===== config.mk =====
export PLATFORM = sky130hd
export DESIGN_NAME = phase_sequence_monitor
export DESIGN_NICKNAME = d
export VERILOG_FILES = /design/src/rtl/phase_sequence_monitor.sv
export SDC_FILE = /design/constraint.sdc
export NUM_CORES = 1
export LEC_CHECK = 0
export BUFFER_PORTS_ARGS = -buffer_cell sky130_fd_sc_hd__buf_2
export CAP_MARGIN = 20
export CORE_MARGIN = 1
export CORE_UTILIZATION = 55
export CTS_CLUSTER_DIAMETER = 100
export DETAILED_ROUTE_END_ITERATION = 10
export HOLD_SLACK_MARGIN = 0.12
export PLACE_DENSITY = 0.83
export SLEW_MARGIN = 15
export SYNTH_ARGS = -nofsm -noshare
export SYNTH_HDL_FRONTEND = slang
export SYNTH_SLANG_ARGS = --single-unit

===== constraint.sdc =====
create_clock -name clk -period 4.88 [get_ports clk]
set_input_delay 0.488 -clock clk [delete_from_list [all_inputs] [get_ports clk]]
set_output_delay 0.488 -clock clk [all_outputs]
set_load 0.01 [all_outputs]

===== src/rtl/phase_sequence_monitor.sv =====
// Downstream checker for the READY/SET/GO phase strobes: verifies one-hot
// encoding, phase order and hold time; counts rounds and flags GO entries.
module phase_sequence_monitor #(
  parameter int CNT_W    = 8,
  parameter int MAX_HOLD = 4
) (
  input  logic             clk,
  input  logic             rstN,
  input  logic             get_ready,
  input  logic             get_set,
  input  logic             get_going,
  input  logic             clear_err,
  output logic             go_start,
  output logic [CNT_W-1:0] round_cnt,
  output logic             seq_err,
  output logic [1:0]       err_code
);

  localparam int HOLD_W = $clog2(MAX_HOLD + 2);
  localparam logic [HOLD_W-1:0] HOLD_LIMIT = HOLD_W'(MAX_HOLD);

  typedef enum logic [2:0] {
    M_IDLE,
    M_READY,
    M_SET,
    M_GO,
    M_ERR
  } state_t;

  typedef enum logic [2:0] {
    PH_NONE,
    PH_R,
    PH_S,
    PH_G,
    PH_MULTI
  } phase_t;

  typedef enum logic [1:0] {
    E_NONE   = 2'b00,
    E_ONEHOT = 2'b01,
    E_ORDER  = 2'b10,
    E_STALL  = 2'b11
  } err_t;

  state_t            r_state;
  logic [HOLD_W-1:0] r_hold;
  logic              r_go_start;
  logic [CNT_W-1:0]  r_round_cnt;
  logic              r_seq_err;
  err_t              r_err_code;

  phase_t            w_phase;
  state_t            w_next_state;
  logic [HOLD_W-1:0] w_next_hold;
  logic              w_repeat;
  logic              w_go_set;
  logic              w_round_inc;
  logic              w_clear;
  err_t              w_fault;

  always_comb begin
    w_phase = PH_MULTI;
    unique case ({get_ready, get_set, get_going})
      3'b000:  w_phase = PH_NONE;
      3'b100:  w_phase = PH_R;
      3'b010:  w_phase = PH_S;
      3'b001:  w_phase = PH_G;
      default: w_phase = PH_MULTI;
    endcase
  end

  always_comb begin
    w_next_state = r_state;
    w_next_hold  = r_hold;
    w_repeat     = 1'b0;
    w_go_set     = 1'b0;
    w_round_inc  = 1'b0;
    w_clear      = 1'b0;
    w_fault      = E_NONE;

    unique case (r_state)
      M_IDLE: begin
        unique case (w_phase)
          PH_NONE: ;
          PH_R: begin
            w_next_state = M_READY;
            w_next_hold  = HOLD_W'(1);
          end
          PH_MULTI: w_fault = E_ONEHOT;
          default:  w_fault = E_ORDER;
        endcase
      end
      M_READY: begin
        unique case (w_phase)
          PH_R: w_repeat = 1'b1;
          PH_S: begin
            w_next_state = M_SET;
            w_next_hold  = HOLD_W'(1);
          end
          PH_MULTI: w_fault = E_ONEHOT;
          default:  w_fault = E_ORDER;
        endcase
      end
      M_SET: begin
        unique case (w_phase)
          PH_S: w_repeat = 1'b1;
          PH_G: begin
            w_next_state = M_GO;
            w_next_hold  = HOLD_W'(1);
            w_go_set     = 1'b1;
          end
          PH_MULTI: w_fault = E_ONEHOT;
          default:  w_fault = E_ORDER;
        endcase
      end
      M_GO: begin
        unique case (w_phase)
          PH_G: w_repeat = 1'b1;
          PH_R: begin
            w_next_state = M_READY;
            w_next_hold  = HOLD_W'(1);
            w_round_inc  = 1'b1;
          end
          PH_MULTI: w_fault = E_ONEHOT;
          default:  w_fault = E_ORDER;
        endcase
      end
      M_ERR: begin
        if (clear_err) begin
          w_next_state = M_IDLE;
          w_next_hold  = '0;
          w_clear      = 1'b1;
        end
      end
      default: w_next_state = M_IDLE;
    endcase

    // With the stall check disabled the hold count saturates instead of wrapping.
    if (w_repeat) begin
      if ((MAX_HOLD > 0) && (r_hold == HOLD_LIMIT)) begin
        w_fault = E_STALL;
      end else if (r_hold != '1) begin
        w_next_hold = r_hold + 1'b1;
      end
    end

    if (w_fault != E_NONE) begin
      w_next_state = M_ERR;
      w_next_hold  = '0;
      w_go_set     = 1'b0;
      w_round_inc  = 1'b0;
    end
  end

  always_ff @(posedge clk or negedge rstN) begin
    if (!rstN) begin
      r_state    <= M_IDLE;
      r_hold     <= '0;
      r_go_start <= 1'b0;
    end else begin
      r_state    <= w_next_state;
      r_hold     <= w_next_hold;
      r_go_start <= w_go_set;
    end
  end

  always_ff @(posedge clk or negedge rstN) begin
    if (!rstN) begin
      r_round_cnt <= '0;
    end else if (w_round_inc && (r_round_cnt != '1)) begin
      r_round_cnt <= r_round_cnt + 1'b1;
    end
  end

  // Faults are only raised outside M_ERR, so the first cause is never overwritten.
  always_ff @(posedge clk or negedge rstN) begin
    if (!rstN) begin
      r_seq_err  <= 1'b0;
      r_err_code <= E_NONE;
    end else if (w_fault != E_NONE) begin
      r_seq_err  <= 1'b1;
      r_err_code <= w_fault;
    end else if (w_clear) begin
      r_seq_err  <= 1'b0;
      r_err_code <= E_NONE;
    end
  end

  assign go_start  = r_go_start;
  assign round_cnt = r_round_cnt;
  assign seq_err   = r_seq_err;
  assign err_code  = r_err_code;

endmodule


==> impl_metrics.toml, run 1 <==
[outcome]
status = "complete, no violations"

[route]
top_layer = "met4"
wl_met3_um = 83
ant_nets = 0
dr_wl_met2_um = 993
drt_drc_violations_left = 0
dr.pass1.iters = 4
wirelength_um = 2131
wl_met1_um = 1016
drtIter0Drc = 6
avgViaCountPerCell = 5.681
drt-wirelength-per-cell_um = 13.32
via_count = 909

[clocking]
post_cts_buffers = 0
cts_root_buf = "clkbuf_4"
htree_num_levels = 1
path_clk_slew_ps = 100
clock_sinks = 18
cts_tree = "built"
cts_buffers = 3
clkLatencyLatePin_ps = 280
clockBufferDepth = 2

[timing]
finClkSkew_ps = 4.223
fin_crit_sh_pct = 37.66
relSlewSlack_pct = 69.32
fin_setup_tns_ps = 0
hold_viol = 0
fmax_mhz = 544.2
worst_slack_ps = 3042
hold-worst-slack_ps = 423.6
min_period_ps = 1838
rsz0062_at_grt = "no"
setup_violations = 0
finalMaxSlewViolations = 0
worstMarginPinSlew_ps = 460.2

[finish]
post-route-util_pct = 65.01
areaGrowthSynthToFinish_pct = 11.61
layout-drive-gt1-share_pct = 20.30
n_antenna_cell = 0
num-fill-cells = 178
nets = 144

[global_routing]
grt_max_degree = 19
antenna_found_initial = 0
grt_pass1_vias = 764
grt_overflow = 0
grt_pass1_wl_um = 3305
grt_use_total_pct = 21.53

[die]
coreArea_mm2 = 0.001942
io_pins = 18
initial_core_util_pct = 58.25
die_area_mm2 = 0.002242
die_x_um = 47.35
die_y_um = 47.35
row_count = 16

[critical_path]
path_delay_family = "simple AND/OR/NAND/NOR gates"
worstPathCellList = "nor4b_4 > nand3_1 > a31oi_4 > mux2_1"
cp.required_ps = 5050
reg2reg_slack_ps = 3040
slowest_stage = "dfrtp_1"
crit_path_end_kind = "flip-flop"
rr_worst_depth = 4
r2r_end = "round_cnt[1]"
crit_buf_inv = 0
arrival_ps = 2010
slowest_delay_ps = 530
r2r_start = "r_state[2]"
cp-start-kind = "flip-flop"
path_max_fanout = 12
worstSetupPathType = "flip-flop to flip-flop"

[hold_path]
hold_path_startpoint = "clear_err"
worstHoldPathType = "input pin to flip-flop"
hold_path_depth = 2
holdPathEnd = "r_state[2]"

[placed_design]
pre_cts_ws_ps = 2942
io_buffers = 17
globalplace.congestion = 0.8299
hpwl_um = 1631

[power]
vdd_drop_max_mv = 0.3060
p_leak_nw = 0.5837
fin_total_pwr_w = 0.0004460
power_density_mw_per_mm2 = 353.3

[yosys]
ys_ff_latch = 18
synth_cell_type_count = 39
synth_cells = 117
yosys_warnings = 0
avgSynthCellArea_um2 = 9.667
synth_area_mm2 = 0.001131
synth.net_count = 127
yosysSeqAreaShare_pct = 39.82

[flow_run]
drv_cap = 0
layer usage:
layer	vias to the layer above	global-route usage, %
li1	450	-
met1	437	28.50
met2	16	32.60
met3	6	6.154
met4	0	9.714
met5	-	0
cell families after synthesis:
group                    Yosys count  share of synthesized area [%]
buffers and inverters             14                          5.641
multiplexers                       5                          4.646
XOR/XNOR                           8                          6.195
AO/OA/AOI/OAI                     25                          16.48
flip-flops                        18                          39.82
adder cells (fa/ha/maj)            4                          4.425
AND/OR/NAND/NOR                   43                          22.79
how the worst max path moves through the flow:
stage | from | to | cells after the start | slack, ps
4_1_cts | r_state[2] | round_cnt[1] | 4 | 3030
3_5_place_dp | get_set | r_hold[0] | 6 | 2940
2_1_floorplan | get_going | round_cnt[1] | 5 | 3120
6_report | r_state[2] | round_cnt[1] | 4 | 3040
3_3_place_gp | get_set | r_hold[0] | 6 | 2970
5_1_grt | r_state[2] | round_cnt[5] | 5 | 2930
stage by stage:
stage | cell area [um^2] | cells
floorplan | 1131 | 117
finish | 1262 | 160
global route | 1262 | 160
detailed placement | 1216 | 155
CTS | 1262 | 160
global placement | 1216 | 155
placed cells by master (no fill, tap or decap), drive strengths merged, types with 2 or more instances in the layout:
cell	Yosys	routed
nor3	2	2
clkbuf	1	4
nor2	8	8
a211o	3	3
dfrtp	18	18
a21oi	7	7
nand3	10	10
mux2i	3	3
mux2	2	2
inv	8	8
ha	4	4
nand2	10	10
nand4bb	2	2
o21ai	6	6
buf	5	17
xnor2	7	7
a31oi	3	3
nand2b	2	2
what timing repair did:
item | CTS | global route
resized for setup | 0 | 0
hold buffers | 1 | 0
hold endpoints to repair | 10 | 0
cells in the mapped netlist (all sizes together):
master / count / area share [%]
inv: 8 / 2.7
nor2: 8 / 2.7
a211o: 3 / 2.3
and4bb: 1 / 1.1
o21bai: 1 / 0.66
dfrtp: 18 / 40
a31oi: 3 / 3.0
nor3: 2 / 0.88
nand2: 10 / 3.3
mux2i: 3 / 2.7
nand3: 10 / 4.9
or3b: 1 / 0.77
a21boi: 1 / 0.66
o21ai: 6 / 2.7
buf: 5 / 2.7
nand3b: 1 / 0.66
nand4: 1 / 0.55
nand2b: 2 / 1.1
ha: 4 / 4.4
a211oi: 1 / 1.1
nor4: 1 / 0.55
clkbuf: 1 / 0.33
or4b: 1 / 0.88
xnor2: 7 / 5.4
a21o: 1 / 0.66
and4: 1 / 0.77
nand4bb: 2 / 2.0
o211a: 1 / 1.5
and3: 1 / 0.55
o221ai: 1 / 0.77
nor4b: 1 / 2.1
xor2: 1 / 0.77
a21oi: 7 / 3.1
mux2: 2 / 2.0
final cells by class:
class	instances	area, um^2	area share (%)
sequential	18	450.4	35.68
inverter	8	30.03	2.379
multi-input combinational	85	616.8	48.86
tap	27	33.78	2.676
timing repair buffer	18	95.09	7.532
clock buffer	4	36.28	2.874
flip-flops by register name (all words and copies together) (netlist names):
signal and count:
r_hold 3, err_code 2, r_state 3, go_start 1
seq_err 1, round_cnt 8
power breakdown:
| group | switching [W] | internal (W) |
|---|---|---|
| combinational | 0.0000841 | 0.0000614 |
| sequential | 0.0000397 | 0.000172 |
| clock | 0.0000433 | 0.0000454 |
| total | 0.000167 | 0.000279 |
Power figures use the tool's default switching activity.
==> inputs of run 2 (changes only) <==
- CORE_ASPECT_RATIO: default -> 0.6
- CORE_UTILIZATION: 55 -> 49
- PLACE_DENSITY: 0.83 -> 0.78
- clock period: 4.88 -> 1.6 ns (I/O delays scaled with it)
==> impl_metrics.toml, run 2 (same netlist as run 1, synthesis figures left out) <==
[global_routing]
grt_pass1_wl_um = 4533
grt_pass1_vias = 966
grt_overflow = 0
grt_use_total_pct = 25.65
grt_max_degree = 19
antenna_found_initial = 0

[critical_path]
cp-start-kind = "flip-flop"
worstSetupPathType = "flip-flop to flip-flop"
rr_worst_depth = 6
cp.required_ps = 1790
r2r_end = "r_hold[2]"
crit_path_end_kind = "flip-flop"
reg2reg_slack_ps = -80
path_max_fanout = 7
r2r_start = "r_state[0]"
crit_start = "r_state[0]"
arrival_ps = 1870

[timing]
finClkSkew_ps = 1.156
hold_viol = 0
fmax_mhz = 593.5
relSlewSlack_pct = 72.62
worst_slack_ps = -84.83
fin_crit_sh_pct = 105.3
worstMarginPinSlew_ps = 410.7
rsz0062_at_grt = "yes"
finalMaxSlewViolations = 0
min_period_ps = 1685
setup_violations = 5

[route]
ant_nets = 0
drt_drc_violations_left = 0
drtIter0Drc = 76
wirelength_um = 2986
avgViaCountPerCell = 5.729
drt-wirelength-per-cell_um = 16.50
dr.pass1.iters = 4
via_count = 1037

[die]
initial_core_util_pct = 51.89
coreArea_mm2 = 0.002180
row_count = 13
io_pins = 18
die_x_um = 64.03
die_area_mm2 = 0.002511
die_y_um = 39.22

[placed_design]
dp.cells = 174
pre_cts_ws_ps = -196.1
globalplace.congestion = 0.8947
hpwl_um = 2061
io_buffers = 17

[clocking]
cts_tree = "built"
cts_buffers = 3
clock_sinks = 18
clkLatencyLatePin_ps = 250
path_clk_slew_ps = 70
clockBufferDepth = 2
cts_root_buf = "clkbuf_8"
htree_num_levels = 1

[power]
switching_share_pct = 37.20
p_seq_share_pct = 35.3
clockPowerShare_pct = 22.2
internal_power_w = 0.001059
vdd_drop_max_mv = 0.4272
switching_power_w = 0.0006270
power_density_mw_per_mm2 = 1126
p_leak_nw = 0.6905
p_comb_share_pct = 42.5

[finish]
mostFrequentLayoutCells = "17 x dfrtp_1, 17 x buf_2, 15 x buf_4, 8 x inv_1, 8 x nand3_1"
n_antenna_cell = 0
largest_reg_flops = 8
finalNonFillerCells = 181
areaGrowthSynthToFinish_pct = 32.41
seqCellArea_um2 = 451.7
layout-drive-gt1-share_pct = 39.07
multi_input_area_um2 = 681.9
num-fill-cells = 158
nets = 162

[hold_path]
holdPathEnd = "r_state[2]"
worstHoldPathType = "input pin to flip-flop"
hold_path_depth = 2
hold_path_startpoint = "clear_err"

[outcome]
violations = "setup timing"
status = "finished, violations left"

[flow_run]
drv_cap = 0
## run 2: worst max-delay path by stage
stage | end | depth (start not counted)
2_1_floorplan | round_cnt[1] | 4
3_3_place_gp | r_state[0] | 6
5_1_grt | r_hold[0] | 5
3_5_place_dp | r_state[0] | 6
4_1_cts | r_hold[1] | 6
6_report | r_hold[2] | 6
## run 2: metrics by stage
stage                power, W  hold slack, ps  utilization (%)  area, um^2  TNS (ps)
finish               0.001686           155.5            68.71        1498    -233.5
global route         0.001787           151.7            68.71        1498    -926.5
CTS                  0.001632           134.4            66.19        1443    -475.1
detailed placement   0.001196           109.4            61.48        1340    -726.8
global placement     0.001176           104.0            61.48        1340    -222.3
floorplan           0.0009753          -135.6                -        1131         0
## run 2: routing by layer
metal	global-route usage [%]	wire length, um	share of wire, %	vias to the layer above
li1	-	-	-	489
met1	31.02	1278	43	503
met2	45.48	1484	50	37
met3	7.353	181	6.1	8
met4	7.386	42	1.4	0
met5	0	0	0	-
## run 2: layout make-up
cell class	instances	share of cell area, %
Multi-Input combinational cell	85	45.53
Inverter	8	2.005
Timing Repair Buffer	36	16.12
Sequential cell	18	30.16
Clock buffer	4	3.676
Tap cell	30	2.506
## run 2: what timing repair did
| item | in CTS | in global routing |
|---|---|---|
| pin swaps | 10 | 8 |
| endpoints found under the setup margin | 12 | 15 |
| endpoints found under the hold margin | 18 | 0 |
| setup buffers | 2 | 0 |
| resized for setup | 6 | 14 |
| hold buffers | 1 | 0 |
## run 2: power by group through the flow
| stage | clock network [W] | logic (W) | registers (W) |
|---|---|---|---|
| floorplan | 0 | 0.000375 | 0.000601 |
| global placement | 0 | 0.000581 | 0.000594 |
| detailed placement | 0 | 0.000601 | 0.000595 |
| CTS | 0.000385 | 0.000657 | 0.000591 |
| global route | 0.000406 | 0.000781 | 0.000600 |
| finish | 0.000374 | 0.000716 | 0.000595 |
## run 2: critical path: stages (launching register included)
cell and delay [ps]:
dfrtp_1 420, buf_6 150, and4bb_1 200, a31oi_1 200, o221ai_2 180, a211o_1 340, a21oi_2 120
==> inputs of run 3 (changes only) <==
- PLACE_DENSITY: 0.78 -> 0.73
==> impl_metrics.toml, run 3 (same netlist as run 1, synthesis figures left out) <==
[clocking]
cts_root_buf = "clkbuf_8"
path_clk_slew_ps = 70
clkLatencyLatePin_ps = 250
htree_num_levels = 1
cts_buffers = 3
cts_tree = "built"
clock_sinks = 18
clockBufferDepth = 2

[outcome]
violations = "setup timing"
status = "finished, violations left"

[die]
die_area_mm2 = 0.002511
row_count = 13
io_pins = 18
coreArea_mm2 = 0.002180
initial_core_util_pct = 51.89
die_y_um = 39.22
die_x_um = 64.03

[route]
drt_drc_violations_left = 0
avgViaCountPerCell = 5.571
via_count = 1025
drt-wirelength-per-cell_um = 15.62
wirelength_um = 2874
ant_nets = 0
dr.pass1.iters = 6
drtIter0Drc = 100

[global_routing]
grt_max_degree = 19
grt_pass1_wl_um = 4719
grt_pass1_vias = 966
grt_use_total_pct = 26.49
grt_overflow = 0
antenna_found_initial = 0

[critical_path]
worstSetupPathType = "flip-flop to flip-flop"
arrival_ps = 1870
cp-start-kind = "flip-flop"
crit_path_end_kind = "flip-flop"
cp.required_ps = 1750
path_max_fanout = 5

[power]
fin_total_pwr_w = 0.001713
vdd_drop_max_mv = 0.6460
p_leak_nw = 0.7047
power_density_mw_per_mm2 = 1143

[timing]
hold-worst-slack_ps = 154.4
setup_violations = 9
fmax_mhz = 580.8
worstMarginPinSlew_ps = 415.8
fin_setup_tns_ps = -509.8
worst_slack_ps = -121.7
hold_viol = 0
finClkSkew_ps = 0.8304
rsz0062_at_grt = "yes"
min_period_ps = 1722
relSlewSlack_pct = 72.28
fin_crit_sh_pct = 107.6
finalMaxSlewViolations = 0

[finish]
layout-drive-gt1-share_pct = 35.71
layout_commonest_cell = "buf_4"
areaGrowthSynthToFinish_pct = 32.52
n_antenna_cell = 0
largest_reg_flops = 8
nets = 165
final_area_mm2 = 0.001499
mostFrequentLayoutCells = "19 x buf_4, 17 x dfrtp_1, 17 x buf_2, 10 x nand2_1"

[placed_design]
io_buffers = 17
globalplace.congestion = 0.8498
placed_cell_area_mm2 = 0.001340
hpwl_um = 1931

[hold_path]
worstHoldPathType = "input pin to flip-flop"

[flow_run]
drv_cap = 0
-- run 3: layer usage --
layer	GRT usage (%)	vias to the layer above	share of wire, %
met4	13.07	0	2.5
li1	-	492	-
met5	0	-	0
met1	32.15	495	47
met3	7.941	12	3.7
met2	43.88	26	47
-- run 3: power breakdown --
part | leakage [nW] | internal (W) | switching (W)
registers | 0.240 | 0.000527 | 0.0000643
clock network | 0.0288 | 0.000219 | 0.000158
logic | 0.436 | 0.000338 | 0.000406
total | 0.705 | 0.00108 | 0.000628
-- run 3: path summary, 6_finish.rpt --
path | start | to | slack, ps | depth (start not counted)
worst min-delay path | clear_err | r_state[2] | 150 | 2
min in group asynchronous | rstN | round_cnt[5] | 360 | 2
worst max register to register | r_state[0] | r_hold[0] | -120 | 5
max in group asynchronous | rstN | r_state[1] | 920 | 2
worst max-delay path | r_state[0] | r_hold[0] | -120 | 5
worst min register to register | seq_err | seq_err | 480 | 1
-- run 3: stage by stage --
stage               utilization (%)  std cells  worst slack (ps)
detailed placement            61.48        174            -132.2
finish                        68.77        184            -121.7
floorplan                         -        117             27.67
CTS                           67.62        183            -125.5
global route                  68.77        184            -157.6
global placement              61.48        174            -59.98
-- run 3: what timing repair did --
item | 4_1_cts | 5_1_grt
setup buffers | 4 | 1
hold buffers | 1 | 0
pin swaps | 4 | 3
cloned | 0 | 0
hold endpoints to repair | 18 | 0
gates resized for setup | 6 | 5
setup endpoints to repair | 10 | 17
-- run 3: area by class of cell --
type,count,area (um^2)
clock buffer,4,55.05
fill,161,680.7
inverter,8,30.03
multi-input combinational,85,655.6
sequential,18,451.7
tap,30,37.54
timing repair buffer,39,269.0
-- run 3: critical path, stage by stage, from the launching register on --
cell and delay, ps:
dfrtp_1 420, or3b_4 420, a211oi_4 270, o211a_4 210
mux2i_1 220, nor2_1 60
